### src/rtl/pipe_reg.sv
// Elastic pipeline register: valid/ready handshake with a two-entry skid buffer and flush.
// Define PIPE_REG_PERF_EN to build the saturating stall counter; otherwise stall_cnt reads zero.
module pipe_reg #(
   parameter int             N         = 32,
   parameter logic [N-1:0]   RESET_VAL = {N{1'b0}},
   parameter int             CW        = 16
) (
   input  logic          clk,
   input  logic          reset,
   input  logic          flush,
   input  logic          in_valid,
   output logic          in_ready,
   input  logic [N-1:0]  in,
   output logic          out_valid,
   input  logic          out_ready,
   output logic [N-1:0]  out,
   output logic [1:0]    count,
   output logic [CW-1:0] stall_cnt
);

   typedef enum logic [1:0] {
      EMPTY = 2'd0,
      ONE   = 2'd1,
      FULL  = 2'd2
   } state_t;

   state_t       state_reg, state_next;
   logic [N-1:0] main_reg, main_next;
   logic [N-1:0] skid_reg, skid_next;
   logic         accept;
   logic         emit;

   // Handshake outputs decode from state only, so ready never depends combinationally on out_ready.
   assign in_ready  = (state_reg != FULL);
   assign out_valid = (state_reg != EMPTY);
   assign out       = main_reg;
   assign count     = state_reg;

   assign accept = in_valid & in_ready;
   assign emit   = out_valid & out_ready;

   always_comb begin
      state_next = state_reg;
      main_next  = main_reg;
      skid_next  = skid_reg;
      if (flush) begin
         // Data registers are left alone so a dropped input never reaches out.
         state_next = EMPTY;
      end else begin
         case (state_reg)
            EMPTY: begin
               if (accept) begin
                  state_next = ONE;
                  main_next  = in;
               end
            end
            ONE: begin
               if (accept && emit) begin
                  main_next = in;
               end else if (accept) begin
                  state_next = FULL;
                  skid_next  = in;
               end else if (emit) begin
                  state_next = EMPTY;
               end
            end
            FULL: begin
               if (emit) begin
                  state_next = ONE;
                  main_next  = skid_reg;
               end
            end
            default: state_next = EMPTY;
         endcase
      end
   end

   always_ff @(posedge clk) begin
      if (!reset) begin
         state_reg <= EMPTY;
         main_reg  <= RESET_VAL;
         skid_reg  <= RESET_VAL;
      end else begin
         state_reg <= state_next;
         main_reg  <= main_next;
         skid_reg  <= skid_next;
      end
   end

`ifdef PIPE_REG_PERF_EN
   logic [CW-1:0] stall_reg;

   // Saturates at all-ones; flush deliberately leaves it alone.
   always_ff @(posedge clk) begin
      if (!reset) begin
         stall_reg <= {CW{1'b0}};
      end else if (out_valid && !out_ready && (stall_reg != {CW{1'b1}})) begin
         stall_reg <= stall_reg + CW'(1'b1);
      end
   end

   assign stall_cnt = stall_reg;
`else
   assign stall_cnt = {CW{1'b0}};
`endif

endmodule

### config.mk
export PLATFORM = sky130hd
export DESIGN_NAME = pipe_reg
export DESIGN_NICKNAME = d
export VERILOG_FILES = /design/src/rtl/pipe_reg.sv
export SDC_FILE = /design/constraint.sdc
export NUM_CORES = 1
export LEC_CHECK = 0
export ABC_AREA = 0
export BUFFER_PORTS_ARGS = -buffer_cell sky130_fd_sc_hd__buf_2
export CELL_PAD_IN_SITES_DETAIL_PLACEMENT = 1
export CELL_PAD_IN_SITES_GLOBAL_PLACEMENT = 2
export CORE_MARGIN = 1
export CORE_UTILIZATION = 30
export CTS_CLUSTER_SIZE = 20
export DETAILED_ROUTE_END_ITERATION = 10
export PLACE_DENSITY_LB_ADDON = 0.1
export SYNTH_ARGS = -nofsm -noshare
export SYNTH_HDL_FRONTEND = slang
export SYNTH_SLANG_ARGS = --single-unit
### constraint.sdc
create_clock -name clk -period 1.78 [get_ports clk]
set_input_delay 0.178 -clock clk [delete_from_list [all_inputs] [get_ports clk]]
set_output_delay 0.178 -clock clk [all_outputs]
set_load 0.01 [all_outputs]
# Word-level counts from Yosys, hierarchy flattened
# Cells that the tools add are included.
# op_classes
n_eq_ne,8
muxes,10
bitwise,5
reduce_logical,8
# ops
cell,count
2-to-1 mux 32 bit,3
case mux 32 bit (3 select lines),1
2-to-1 mux 2 bit,5
"inequality test 2 bit, second input constant",5
AND reduction 4 bit,2
case mux 2 bit (3 select lines),1
AND reduction 5 bit,1
"inequality test 3 bit, second input constant",1
NOT 1 bit,3
nonzero test 3 bit,1
bitwise AND 1 bit,2
"== test 2 x 1 -> 1 bit, second input constant",1
"== test 2 bit, second input constant",1
logical NOT 2 bit,1
nonzero test 2 bit,1
OR reduction 2 bit,1
logical AND 1 bit,1
# word_totals
register_bits,66
output_inout_bits,52
word_cells,34

# Depth between registers and ports, before layout
# logic_depth
ltp_word,6
depth_mapped,6
depth_no_buf,4

# Worst setup path after synthesis
# No wires, ideal clock.
# synth_timing
path_type,reg2reg
start,register state_reg[1] (netlist: count[1])
end,register main_reg[23] (netlist: out[23])
arrival_ps,1374
slack_ps,291
path_stages_with_launch,7
n_path_buf,2
period_less_slack_ps,1489
path_cell_list,dfxtp_1 and3b_1 a21oi_2 or2_1 buf_6 buf_8 a31o_1
# synth_between
elab_chain_len,5
# synth_lines
element,line_no,text
start: declaration,27,"state_t state_reg, state_next;"
start signal: assignment,84,state_reg <= state_next;
inequality test 2 bit / nonzero test 2 bit (equally long branches),"34, 35",
"bitwise AND 1 bit, on equally long branches","39, 40",
logical AND 1 bit,58,if (accept && emit) begin
inequality test 2 bit (no source line),--,
AND reduction 5 bit (no source line),--,
end signal: assignment,85,main_reg <= main_next;
end: declaration,28,"logic [N-1:0] main_reg, main_next;"
# Parallel ways exist; a longest one is shown, timed or not.
# A chain may end at the register's enable or synchronous reset.

# Final worst setup path
# layout_timing
start,register state_reg[0] (netlist: count[0])
end,register skid_reg[25]
# layout_between
elab_chain_len,5
# layout_lines
element,line_no,text
inequality test 2 bit / nonzero test 2 bit (equally long branches),"34, 35",
"bitwise AND 1 bit, on equally long branches","39, 40",
logical AND 1 bit,58,
NOT 1 bit (no source line),--,
AND reduction 4 bit (no source line) *,--,
end signal: assignment,86,skid_reg <= skid_next;
end: declaration,29,"logic [N-1:0] skid_reg, skid_next;"
# Every way passes the cells marked *; elsewhere a longest branch is shown, timed or not.

==> results by group <==
CTS
  • Post-CTS sizing: 0
  • CTS tree: yes
  • Clk root buf: clkbuf_8
  • Reg clk slew, reported paths: 0.07 ns
  • Post-CTS Hold Fix Bufs: 0
  • Total CTS buffers: 9
  • H-tree levels: 3
  • Sink Count: 66
  • Post-CTS Setup Bufs: 0
  • Clk_lat worst skew: 0.34 ns
  • Clock Tree Buf Depth: 2

Detailed routing
  • Via density per instance: 4.879
  • Via count: 2,537
  • DRC viols: 0
  • Antenna-violating nets left: 0
  • Drt pass-1 iters: 4
  • Avg WL per Cell: 15.49 um
  • DR iter-0 viols: 61
  • Total routed wirelength: 8054 um

Yosys
  • Synth Register Bits: 66
  • Seq/Total Area, Yosys: 44.69%
  • Cell Area, Synth: 2957 um2
  • Post-synthesis adder-cell area fraction: 0%
  • Library cells used by synthesis: 25
  • XOR/XNOR share of the synthesized area: 0%
  • Post-Syn Instances: 326
  • Simple-gate share of the synthesized area: 17.52%
  • Post-synthesis compound-gate area fraction: 16.21%
  • Cell taking the most area after synthesis: dfxtp_1
  • Mean Syn Cell Area: 9.069 um2
  • Ys Warns: 0
  • Synth area leaders: dfxtp_1 (45%), mux2i_1 (11%), a31o_1 (9.5%)
  • Post-synth top area share: 44.69%
  • Largest family of logic cells by synthesized area: simple AND/OR/NAND/NOR gates
  • Mux cell area share after synthesis: 10.83%

Setup path
  • Critical path startpoint: count[0]$_SDFFE_PP0P_
  • R2r endpoint: skid_reg[25]$_SDFFE_PN0P_
  • Largest delay contributor family on the critical path: simple AND/OR/NAND/NOR gates
  • Type of origin of the critical path: flip-flop
  • Crit path max fanout: 32
  • R2R Setup Slk: 0.20 ns
  • Reg-to-Reg Start: count[0]$_SDFFE_PP0P_
  • CP Class: flip-flop to flip-flop
  • Critical-path cell list: nand2b_1 -> or3_1 -> buf_4 -> nand2_1 -> a21oi_1
  • R2R depth: 5
  • Crit end category: flip-flop
  • CP peak stage delay: 0.42 ns
  • Crit path depth: 5
  • Worst path slowest cell: dfxtp_1
  • Arr. time, crit path: 1.80 ns
  • WP data required: 2.00 ns
  • Crit path buffers/inverters: 1
  • Setup crit end: skid_reg[25]$_SDFFE_PN0P_

Power
  • Comb pwr share: 10.4%
  • Switching pwr: 0.8166 mW
  • Cell Int Power: 2.479 mW
  • Sequential share of power: 46.9%
  • Worst ir drop on vdd: 0.3345 mV
  • Clk network pwr share: 42.7%
  • Net Sw Frac: 24.78%
  • Power Dens Cells: 920.7 nW/um2
  • Tot Pwr: 3.296 mW
  • Leak pwr: 1.644 nW

Final layout
  • Most frequent cells in the layout: buf_2 (72), nand2_1 (66), dfxtp_1 (66)
  • Nets: 423
  • Area Growth Syn to Fin: 21.07%
  • Filler cell count: 1,155
  • Multi-input logic area: 1394 um2
  • Seq. cell area: 1321 um2
  • Share of post-route cells with drive strength above 1: 26.60%
  • Commonest non-fill, non-tap cell in the layout: buf_2
  • # diodes: 0
  • Finished Layout Cells: 520

Hold path
  • Hold Path Cell Cnt: 2
  • Hold Path Class: primary input to flip-flop

Floorplan
  • Die span in x: 101.3 um
  • Die H: 101.3 um
  • IO Count: 89
  • Rows: 35
  • Initial core utilization: 31.55%
  • CORE AREA: 9371 um2
  • DIE AREA: 10,260 um2

Placed design
  • GPL Wtd Cong: 0.6810
  • Setup WS pre-CTS: 0.2024 ns
  • DP Wirelength: 4998 um
  • Placed cells: 504
  • IO Port Bufs: 72

Timing
  • Max Freq: 0.6330 GHz
  • Post-route clock skew: 0.007869 ns
  • Final Hold Viols: 0
  • Worst hold margin: 0.06913 ns
  • Final setup fails: 0
  • Tcrit/Tclk final: 88.75%
  • Setup TNS: 0 ns
  • Unrepaired setup endpoints after global routing: no
  • Slew HR: 66.29%
  • Max-slew violations: 0
  • Slew at the pin closest to its max-slew limit: 0.5057 ns
  • Final Critical Period: 1.580 ns
  • Final worst slack: 0.2002 ns

Status
  • Status: completed

GRT
  • First-pass GRT wire length: 13,340 um
  • Initial antenna violation count: 0
  • Vias in the first global route: 2,616
  • Largest net degree at the start of global routing: 67
  • GRT overflow: 0
  • GRT Total Usage: 16.91%

Run
  • Max-capacitance violation count: 0
## synthesized netlist by cell type
master	count
inv_1	1
or2_2	1
and3b_1	1
mux2i_1	32
nor3_2	1
clkbuf_1	17
dfxtp_1	66
buf_8	3
buf_4	20
o21a_1	1
or3_1	1
nand2_1	66
nor3_1	1
a31o_1	32
nor4_1	32
buf_6	1
a21oi_2	1
or2_1	1
a21oi_1	33
nand2b_1	3
conb_1	1
a2111oi_0	1
buf_2	8
o22a_1	1
nor2b_2	1
## per-layer routing
| metal | part of all wire (%) | routed length, um | track usage [%] | vias to the layer above |
|---|---|---|---|---|
| li1 | - | - | - | 1251 |
| met1 | 47 | 3818 | 21.29 | 1221 |
| met2 | 47 | 3806 | 28.52 | 56 |
| met3 | 3.9 | 312 | 3.658 | 9 |
| met4 | 1.5 | 117 | 6.020 | 0 |
| met5 | 0 | 0 | 0 | - |
## worst min path at each step
stage	startpoint	to
2_1_floorplan	out_ready	count[1]$_SDFFE_PP0P_
3_3_place_gp	out_ready	count[1]$_SDFFE_PP0P_
3_5_place_dp	out_ready	count[1]$_SDFFE_PP0P_
4_1_cts	out_ready	count[1]$_SDFFE_PP0P_
5_1_grt	out_ready	count[1]$_SDFFE_PP0P_
6_report	out_ready	count[1]$_SDFFE_PP0P_
## worst register-to-register path: stages, from the launching register on
cell,delay [ns]
dfxtp_1,0.42
nand2b_1,0.20
or3_1,0.39
buf_4,0.26
nand2_1,0.12
a21oi_1,0.07
## power groups by stage
stage	clock network, mW	registers [mW]	logic (mW)
floorplan	0	1.60	0.212
detailed placement	0	1.58	0.347
global route	1.50	1.55	0.380
CTS	1.45	1.55	0.348
finish	1.41	1.55	0.343
global placement	0	1.58	0.344
## layout make-up
type | instances | share of cell area, %
well taps | 129 | 4.509
multi-input cells | 225 | 38.94
clock buffers | 11 | 3.950
repair buffers | 83 | 13.42
clock inverters | 5 | 2.167
inverters | 1 | 0.1049
flip-flops and latches | 66 | 36.91
## through the flow
step                      cell area, um2  util (%)
after floorplan                     3013         -
after global routing                3580     38.20
final                               3580     38.20
after CTS                           3580     38.20
after detailed placement            3361     35.86
after global placement              3361     35.86
## kinds of logic after synthesis
kind of cell	Yosys count
muxes	32
DFF	66
other	1
buffers and inverters	50
and+or+nand+nor	108
AOI/OAI and AO/OA	69
(Power assumes the default switching activity.)
